$ cat src/rtl/uart_line_engine.sv
// UART line engine: drains RX FIFO bytes and emits TX bytes as raw echo,
// uppercase echo, or a buffered line editor that replays the line on CR.
module uart_line_engine #(
    parameter int LINE_DEPTH  = 64,
    parameter int LEN_W       = $clog2(LINE_DEPTH + 1),
    parameter bit BEL_ON_FULL = 1'b1
) (
    input  logic             clk,
    input  logic             rst_n,
    input  logic [1:0]       mode,
    input  logic             uart_rx_ready,
    output logic             uart_rx_read,
    input  logic [7:0]       uart_rx_byte,
    input  logic             uart_tx_full,
    output logic             uart_tx_start,
    output logic [7:0]       uart_tx_data_in,
    output logic [LEN_W-1:0] line_len,
    output logic [15:0]      drop_cnt,
    output logic             busy
);

    // state   | meaning
    // IDLE    | latch mode, wait for an RX byte
    // RD_WAIT | pop strobe issued, FIFO presenting the byte
    // RD_CAP  | capture the RX byte
    // PROC    | classify byte, load the emit sequence
    // EMIT    | push one TX byte once the TX FIFO has room
    // GAP     | one idle cycle so the TX full flag can settle
    typedef enum logic [2:0] {
        S_IDLE, S_RD_WAIT, S_RD_CAP, S_PROC, S_EMIT, S_GAP
    } state_t;

    typedef enum logic [1:0] {
        PH_LIT, PH_BUF, PH_TRL, PH_DONE
    } phase_t;

    localparam int AW = $clog2(LINE_DEPTH);
    localparam logic [LEN_W-1:0] DEPTH_L = LEN_W'(LINE_DEPTH);

    state_t            state, state_nxt;
    phase_t            phase, phase_nxt;
    logic [1:0]        mode_q, mode_nxt, mode_sel;
    logic [7:0]        rx_byte, rx_byte_nxt;
    logic [23:0]       lit_q, lit_nxt;
    logic [1:0]        lit_cnt, lit_cnt_nxt;
    logic              replay, replay_nxt;
    logic [LEN_W-1:0]  buf_idx, buf_idx_nxt;
    logic              trl_idx, trl_idx_nxt;
    logic [LEN_W-1:0]  line_len_nxt;
    logic [15:0]       drop_cnt_nxt;
    logic              rx_read_nxt, tx_start_nxt;
    logic [7:0]        tx_data_nxt, cur_byte;
    logic              buf_we;
    logic [7:0]        buf_mem [LINE_DEPTH];

    assign busy = (state != S_IDLE);

    always_ff @(posedge clk) begin
        if (!rst_n) begin
            state           <= S_IDLE;
            phase           <= PH_DONE;
            mode_q          <= 2'd0;
            rx_byte         <= 8'h00;
            lit_q           <= 24'h0;
            lit_cnt         <= 2'd0;
            replay          <= 1'b0;
            buf_idx         <= '0;
            trl_idx         <= 1'b0;
            line_len        <= '0;
            drop_cnt        <= 16'h0;
            uart_rx_read    <= 1'b0;
            uart_tx_start   <= 1'b0;
            uart_tx_data_in <= 8'h00;
        end else begin
            state           <= state_nxt;
            phase           <= phase_nxt;
            mode_q          <= mode_nxt;
            rx_byte         <= rx_byte_nxt;
            lit_q           <= lit_nxt;
            lit_cnt         <= lit_cnt_nxt;
            replay          <= replay_nxt;
            buf_idx         <= buf_idx_nxt;
            trl_idx         <= trl_idx_nxt;
            line_len        <= line_len_nxt;
            drop_cnt        <= drop_cnt_nxt;
            uart_rx_read    <= rx_read_nxt;
            uart_tx_start   <= tx_start_nxt;
            uart_tx_data_in <= tx_data_nxt;
        end
    end

    // Line storage carries no reset; line_len alone defines valid contents.
    always_ff @(posedge clk) begin
        if (buf_we) begin
            buf_mem[line_len[AW-1:0]] <= rx_byte;
        end
    end

    always_comb begin
        case (phase)
            PH_LIT:  cur_byte = lit_q[23:16];
            PH_BUF:  cur_byte = buf_mem[buf_idx[AW-1:0]];
            PH_TRL:  cur_byte = trl_idx ? 8'h0A : 8'h0D;
            default: cur_byte = 8'h00;
        endcase
    end

    always_comb begin
        state_nxt    = state;
        phase_nxt    = phase;
        mode_nxt     = mode_q;
        mode_sel     = (mode == 2'd3) ? 2'd0 : mode;
        rx_byte_nxt  = rx_byte;
        lit_nxt      = lit_q;
        lit_cnt_nxt  = lit_cnt;
        replay_nxt   = replay;
        buf_idx_nxt  = buf_idx;
        trl_idx_nxt  = trl_idx;
        line_len_nxt = line_len;
        drop_cnt_nxt = drop_cnt;
        rx_read_nxt  = 1'b0;
        tx_start_nxt = 1'b0;
        tx_data_nxt  = uart_tx_data_in;
        buf_we       = 1'b0;

        case (state)
            S_IDLE: begin
                mode_nxt = mode_sel;
                if (mode_q == 2'd2 && mode_sel != 2'd2) begin
                    line_len_nxt = '0;
                end
                if (uart_rx_ready) begin
                    rx_read_nxt = 1'b1;
                    state_nxt   = S_RD_WAIT;
                end
            end
            S_RD_WAIT: state_nxt = S_RD_CAP;
            S_RD_CAP: begin
                rx_byte_nxt = uart_rx_byte;
                state_nxt   = S_PROC;
            end
            S_PROC: begin
                phase_nxt   = PH_LIT;
                replay_nxt  = 1'b0;
                lit_cnt_nxt = 2'd0;
                lit_nxt     = 24'h0;
                case (mode_q)
                    2'd1: begin
                        lit_cnt_nxt = 2'd1;
                        lit_nxt     = (rx_byte >= 8'h61 && rx_byte <= 8'h7A) ?
                                      {rx_byte - 8'h20, 16'h0} : {rx_byte, 16'h0};
                    end
                    2'd2: begin
                        if (rx_byte >= 8'h20 && rx_byte <= 8'h7E) begin
                            if (line_len < DEPTH_L) begin
                                buf_we       = 1'b1;
                                line_len_nxt = line_len + LEN_W'(1);
                                lit_cnt_nxt  = 2'd1;
                                lit_nxt      = {rx_byte, 16'h0};
                            end else begin
                                if (drop_cnt != 16'hFFFF) begin
                                    drop_cnt_nxt = drop_cnt + 16'd1;
                                end
                                if (BEL_ON_FULL) begin
                                    lit_cnt_nxt = 2'd1;
                                    lit_nxt     = {8'h07, 16'h0};
                                end
                            end
                        end else if (rx_byte == 8'h08 || rx_byte == 8'h7F) begin
                            if (line_len != '0) begin
                                line_len_nxt = line_len - LEN_W'(1);
                                lit_cnt_nxt  = 2'd3;
                                lit_nxt      = {8'h08, 8'h20, 8'h08};
                            end
                        end else if (rx_byte == 8'h0D) begin
                            lit_cnt_nxt = 2'd2;
                            lit_nxt     = {8'h0D, 8'h0A, 8'h00};
                            replay_nxt  = 1'b1;
                        end
                    end
                    default: begin
                        lit_cnt_nxt = 2'd1;
                        lit_nxt     = {rx_byte, 16'h0};
                    end
                endcase
                state_nxt = (lit_cnt_nxt != 2'd0) ? S_EMIT : S_IDLE;
            end
            S_EMIT: begin
                if (!uart_tx_full) begin
                    tx_start_nxt = 1'b1;
                    tx_data_nxt  = cur_byte;
                    state_nxt    = S_GAP;
                    case (phase)
                        PH_LIT: begin
                            lit_nxt     = {lit_q[15:0], 8'h00};
                            lit_cnt_nxt = lit_cnt - 2'd1;
                            if (lit_cnt == 2'd1) begin
                                if (!replay) begin
                                    phase_nxt = PH_DONE;
                                end else if (line_len != '0) begin
                                    phase_nxt   = PH_BUF;
                                    buf_idx_nxt = '0;
                                end else begin
                                    phase_nxt   = PH_TRL;
                                    trl_idx_nxt = 1'b0;
                                end
                            end
                        end
                        PH_BUF: begin
                            if (buf_idx + LEN_W'(1) < line_len) begin
                                buf_idx_nxt = buf_idx + LEN_W'(1);
                            end else begin
                                phase_nxt   = PH_TRL;
                                trl_idx_nxt = 1'b0;
                            end
                        end
                        PH_TRL: begin
                            if (!trl_idx) begin
                                trl_idx_nxt = 1'b1;
                            end else begin
                                phase_nxt    = PH_DONE;
                                line_len_nxt = '0;
                            end
                        end
                        default: phase_nxt = PH_DONE;
                    endcase
                end
            end
            S_GAP: state_nxt = (phase == PH_DONE) ? S_IDLE : S_EMIT;
            default: state_nxt = S_IDLE;
        endcase
    end

endmodule

$ cat config.mk
export PLATFORM = sky130hd
export DESIGN_NAME = uart_line_engine
export DESIGN_NICKNAME = d
export VERILOG_FILES = /design/src/rtl/uart_line_engine.sv
export SDC_FILE = /design/constraint.sdc
export NUM_CORES = 1
export LEC_CHECK = 0
export CAP_MARGIN = 20
export CORE_MARGIN = 4
export CORE_UTILIZATION = 35
export CTS_BUF_LIST = sky130_fd_sc_hd__clkbuf_4 sky130_fd_sc_hd__clkbuf_8
export DETAILED_ROUTE_END_ITERATION = 8
export PLACE_DENSITY = 0.56
export SLEW_MARGIN = 20
export SYNTH_ARGS = -nofsm -noshare
export SYNTH_HDL_FRONTEND = slang
export SYNTH_SLANG_ARGS = --single-unit
$ cat constraint.sdc
create_clock -name clk -period 4.1 [get_ports clk]
set_input_delay 0.615 -clock clk [delete_from_list [all_inputs] [get_ports clk]]
set_output_delay 0.615 -clock clk [all_outputs]
set_load 0.01 [all_outputs]
==> results.toml, run 1 <==
[cells_and_area]
drive_gt1_frac = 0.238
area_growth_pct = 14.9
layout.nets = 1561
antennaDiodeCount = 0
register_area_um2 = 16900
fill_cells = 6032
multi_input_area_um2 = 6650

[critical_path]
path_class = "flop to flop"
cp.required_ns = 4.41
crit_arrival_ns = 3.95
critical_path.startpoint_type = "flop"
setup.worst_path.end_class = "flop"
crit_fanout = 21

[floorplan]
io_pins = 48
die_y_um = 270
core_um2 = 67600
dieArea_um2 = 72900
initial_core_util = 0.355
rows = 95
die_w_um = 270

[clocking]
cts_htree_levels = 3
clk_path_buf_depth = 3
path_clk_slew_ns = 0.06
cts_tree = "yes"
postCtsSetupBuffers = 0
hold_buffers = 0
cts_buffers = 98
cts_resized = 0
clock-sinks = 588
insertion_delay_ns = 0.69
cts_root_buffer = "clkbuf_8"

[detailed_routing]
routed-via-count = 13600
totalWireLength_mm = 63.0
drtIter0Drc = 1328
antenna_left = 0
wl_per_cell_um = 25.5
route.detailed.drc = 0
drt_first_pass_iters = 5
vias_per_cell = 5.49

[grt]
met2_usage = 0.277
grt_pass1_vias = 13600
grt.total_usage = 0.171
grt_use_met1 = 0.237
grt_pass1_wl_mm = 93.2
top_usage_layer = "met2"
grt_max_degree = 72
antenna_found_initial = 0
grtUsageMet3 = 0.0322
grt-ovfl-total = 0

[logic_synthesis]
ys_seq_area_frac = 0.703
synth_seq_cells = 588
netlist_area_um2 = 24000
synthFlopType = "edfxtp_1"
yosys_warnings = 0
syn_nets = 1433
yosysUniqueCellTypes = 76
synth_edf_count = 512
synthCells = 1396
synth_area_per_cell_um2 = 17.2
async_flop_share = 0

[timing]
fin_hold_ws_ns = 0.455
drv_slew = 0
rsz0062_at_grt = "no"
max-slew-margin-rel = 0.277
worst_pin_slew_ns = 1.08
final_hold_viol_count = 0
fmax_mhz = 274
min_period_over_period = 0.889
finalCriticalPeriod_ns = 3.65
final.setup.tns_ns = 0
setup_viol = 0
finClkSkew_ns = 0.0306

[job]
max_cap_violations = 0

[placed_design]
gp_congestion = 0.855
port_buffers = 47
dp_hpwl_mm = 41.1

[power_and_ir_drop]
powerDensity_nw_per_um2 = 441
finalPower_mw = 12.2
p_leak_nw = 8.34
irDropWorstVdd_mv = 0.226

[min_path]
hold_class = "flop to flop"

[status]
status = "finished, final reports clean"
[layer usage]
metal,share of wire,vias to the layer above
met5,0,-
met4,0.021,0
met3,0.070,90
met2,0.49,568
met1,0.42,7054
li1,-,5848
[metrics by stage]
step	std cells	utilization	cell area (µm²)	setup WS, ns
2_1_floorplan	1396	-	24000	0.245
3_3_place_gp	2297	0.380	25700	0.547
3_5_place_dp	2297	0.380	25700	0.493
4_1_cts	2471	0.408	27600	0.445
5_1_grt	2471	0.408	27600	0.148
6_report	2471	0.408	27600	0.454
[registers in the layout, summed over array words and instances, names as in the netlist, 3 cells and up, named ones only]
signal           flops
state                3
buf_idx              7
line_len             7
lit_q               11
rx_byte              8
uart_tx_data_in      8
buf_mem            512
drop_cnt            16
[worst max-delay path, cell delays in order (launching register included)]
cell     delay (ns)
dfxtp_2        0.59
nand2_1        0.14
a41oi_2        0.43
nand2_1        0.13
inv_1          0.18
ha_1           0.18
nand3_1        0.18
nor2_1         0.28
nand2_1        0.32
buf_4          0.28
nor2_1         0.55
[path summary, 6_finish.rpt]
kind	startpoint	end	slack (ns)	cells after the start
max	rx_byte[4]	buf_mem[5][3]	0.45	10
min	lit_q[9]	lit_q[9]	0.46	2
max reg2reg	rx_byte[4]	buf_mem[5][3]	0.45	10
min reg2reg	lit_q[9]	lit_q[9]	0.46	2
[cell usage in the layout, fill, tap and decap left out, types with 7 or more instances in the layout]
master and n:
a21oi_1 42, and2_1 9, and3_1 8, buf_4 46
clkbuf_4 26, clkbuf_8 101, clkdlybuf4s50_1 47, clkinv_1 18
clkinv_2 21, dfxtp_1 65, dfxtp_2 9, edfxtp_1 512
ha_1 22, inv_1 26, mux2i_1 29, mux4_2 139
nand2_1 74, nand2b_1 8, nand3_1 38, nand4_1 13
nor2_1 126, nor2b_1 7, nor3_1 15, nor4_1 8
o211ai_1 10, o21ai_0 16, o21ai_1 7, o22ai_1 14
xnor2_1 8, xor2_1 10
[cells by family (layout without fill, tap and decap cells)]
kind of cell             Yosys count  in the layout  share of synthesized area
adder cells (fa/ha/maj)           23             23                     0.0123
buffers and inverters             97            299                     0.0203
AND/OR/NAND/NOR                  336            336                     0.0661
AO/OA/AOI/OAI                    163            163                     0.0478
flip-flops                       588            588                      0.703
XOR/XNOR                          18             18                    0.00656
multiplexers                     171            171                      0.144
[area by class of cell]
| cell class | instances | area share |
|---|---|---|
| repair buffers | 98 | 0.0332 |
| multi-input cells | 711 | 0.241 |
| inverters | 27 | 0.00367 |
| clock inverters | 47 | 0.0125 |
| well taps | 873 | 0.0396 |
| flip-flops and latches | 588 | 0.613 |
| clock buffers | 127 | 0.0574 |
[synth_stat cells (4+ instances only)]
cell	n	area [µm²]
a22oi_1	5	37.5
nand2b_1	8	50.1
dfxtp_1	76	1520
o211ai_1	10	75.1
nor2b_1	7	43.8
a211oi_1	6	45.0
nand4_1	13	81.3
mux4_2	139	3130
and3_1	8	50.1
mux2i_1	29	290
a21oi_1	42	210
and2_1	9	56.3
or4_1	5	37.5
a21o_1	4	30.0
buf_1	12	45.0
a31oi_1	4	25.0
nor3_1	15	75.1
buf_6	5	56.3
xnor2_1	8	70.1
nor3b_1	5	37.5
inv_1	26	97.6
o21ai_1	7	35.0
xor2_1	10	87.6
buf_4	8	60.1
ha_1	22	275
o21a_1	4	30.0
nor2_1	126	473
o32ai_2	5	81.3
o31ai_1	6	45.0
nor4_1	8	50.1
or3_1	6	37.5
buf_2	15	75.1
a311oi_1	6	52.6
o22ai_1	14	87.6
clkbuf_1	27	101
edfxtp_1	512	15400
o21ai_0	16	80.1
nand2_1	74	278
nand3_1	38	190
[power breakdown]
group	leakage, nW	internal [mW]	switching (mW)
Clock	1.03	2.83	2.35
Sequential	5.05	6.55	0.0350
Combinational	2.26	0.118	0.290
(Power assumes the default switching activity.)
==> run 2: changes to the inputs <==
==> constraint.sdc (replaced) <==
create_clock -name clk -period 4.1 [get_ports clk]
set_input_delay 0.82 -clock clk [delete_from_list [all_inputs] [get_ports clk]]
set_output_delay 0.82 -clock clk [all_outputs]
set_load 0.01 [all_outputs]
==> run 2 against run 1 <==
Hold slack better by 0.0078 ns. Via count shrank 0.72%. Critical path type unchanged. Sequential cell count stayed put.
==> results.toml, run 2 (same netlist as run 1, synthesis figures left out) <==
[status]
status = "finished, final reports clean"

[cells_and_area]
area_growth_pct = 14.8
multi_input_area_um2 = 6650
drive_gt1_frac = 0.239
register_area_um2 = 16900
fill_cells = 6031
layout.nets = 1560
final_common_cell = "edfxtp_1"
largest_reg_flops = 512
antennaDiodeCount = 0
layout_common_cells = "512 x edfxtp_1, 139 x mux4_2, 126 x nor2_1, 104 x clkbuf_8, 74 x nand2_1"

[critical_path]
cp_top_family = "simple AND/OR/NAND/NOR gates"
critical_path.startpoint_type = "flop"
setup.worst_path.end_class = "flop"
critPathSlowestCell = "nor2_1"
cp.required_ns = 4.38
critical-path-max-stage-delay_ns = 0.76
cpMostUsedCell = "nand2_1"
crit_arrival_ns = 4.11
crit_chain = "ha_1, nand2_1, a41oi_2, nand2_1, inv_1, ha_1, nand3_1, nor2_1, nand2_1, nor2_1"
cp_num_buf_inv = 1
crit_fanout = 26
path_class = "flop to flop"

[clocking]
cts_htree_levels = 3
cts_buffers = 97
hold_buffers = 0
insertion_delay_ns = 0.69
clock-sinks = 588
path_clk_slew_ns = 0.06
cts_resized = 0
cts_root_buffer = "clkbuf_8"
clk_path_buf_depth = 3
cts_tree = "yes"
postCtsSetupBuffers = 0

[floorplan]
dieArea_um2 = 72900
rows = 95
io_pins = 48
die_w_um = 270
die_y_um = 270
initial_core_util = 0.355
core_um2 = 67600

[timing]
rsz0062_at_grt = "no"
finClkSkew_ns = 0.0363
fmax_mhz = 261
worst_pin_slew_ns = 1.08
setup_viol = 0
drv_slew = 0
min_period_over_period = 0.933
timing.final.ws_setup_ns = 0.273
final_hold_viol_count = 0
max-slew-margin-rel = 0.280
final.setup.tns_ns = 0
finalCriticalPeriod_ns = 3.83

[detailed_routing]
routed-via-count = 13500
drt_first_pass_iters = 6
route.detailed.drc = 0
wl_per_cell_um = 25.9
totalWireLength_mm = 64.0
antenna_left = 0
vias_per_cell = 5.44
drtIter0Drc = 1351

[grt]
grt.total_usage = 0.173
grt_pass1_vias = 13600
grt-ovfl-total = 0
antenna_found_initial = 1
grt_pass1_wl_mm = 94.3
grt_max_degree = 72

[job]
max_cap_violations = 0

[placed_design]
dp_hpwl_mm = 40.8
port_buffers = 47
gp_congestion = 0.824
pre_cts_ws_ns = 0.300

[min_path]
hold_class = "flop to flop"

[power_and_ir_drop]
powerDensity_nw_per_um2 = 440
irDropWorstVdd_mv = 0.200
p_leak_nw = 8.33
run 2: cell count changes in the layout (fill, tap and decap cells not counted):
cell / before / now
buf_12: 5 / 3
buf_4: 46 / 48
bufinv_16: 5 / 2
clkbuf_4: 26 / 33
clkbuf_8: 101 / 104
clkinv_1: 18 / 19
clkinv_2: 21 / 12
clkinvlp_4: 3 / 4
inv_6: 0 / 1
inv_8: 0 / 2
run 2: routing by layer:
metal | global-route usage | part of all wire | up-vias
li1 | - | - | 5857
met1 | 0.232 | 0.42 | 6980
met2 | 0.274 | 0.47 | 507
met3 | 0.0430 | 0.072 | 116
met4 | 0.0689 | 0.035 | 2
met5 | 0 | 0.00019 | -
run 2: path summary, 6_finish.rpt:
| check | start | endpoint | slack [ns] | cells past startpoint |
|---|---|---|---|---|
| setup / recovery | rx_byte[5] | buf_mem[28][6] | 0.27 | 10 |
| hold / removal | lit_q[9] | lit_q[9] | 0.46 | 2 |
| setup reg to reg | rx_byte[5] | buf_mem[28][6] | 0.27 | 10 |
| hold reg to reg | lit_q[9] | lit_q[9] | 0.46 | 2 |
run 2: layout make-up:
class	count	share of cell area
Multi-Input combinational cell	711	0.241
Sequential cell	588	0.613
Timing Repair Buffer	98	0.0323
Clock inverter	40	0.00916
Inverter	27	0.00367
Clock buffer	137	0.0609
Tap cell	873	0.0396
run 2: per-stage QoR:
stage               utilization  area, µm²  hold slack, ns  instances  power (mW)
floorplan                     -      24000           0.436       1396        6.94
global placement          0.379      25600           0.447       2297        7.12
detailed placement        0.379      25600           0.456       2297        7.13
CTS                       0.408      27600           0.465       2474        12.3
global route              0.408      27600           0.495       2474        12.6
finish                    0.408      27600           0.463       2474        12.1
run 2: report_power, final:
part / leakage [nW] / internal, mW / switching (mW)
sequential: 5.05 / 6.55 / 0.0334
combinational: 2.26 / 0.117 / 0.293
clock: 1.02 / 2.78 / 2.37
run 2: worst min-delay path: stages, from the launching register on:
cell	delay, ns
dfxtp_1	0.31
nand2_1	0.05
a21oi_1	0.05
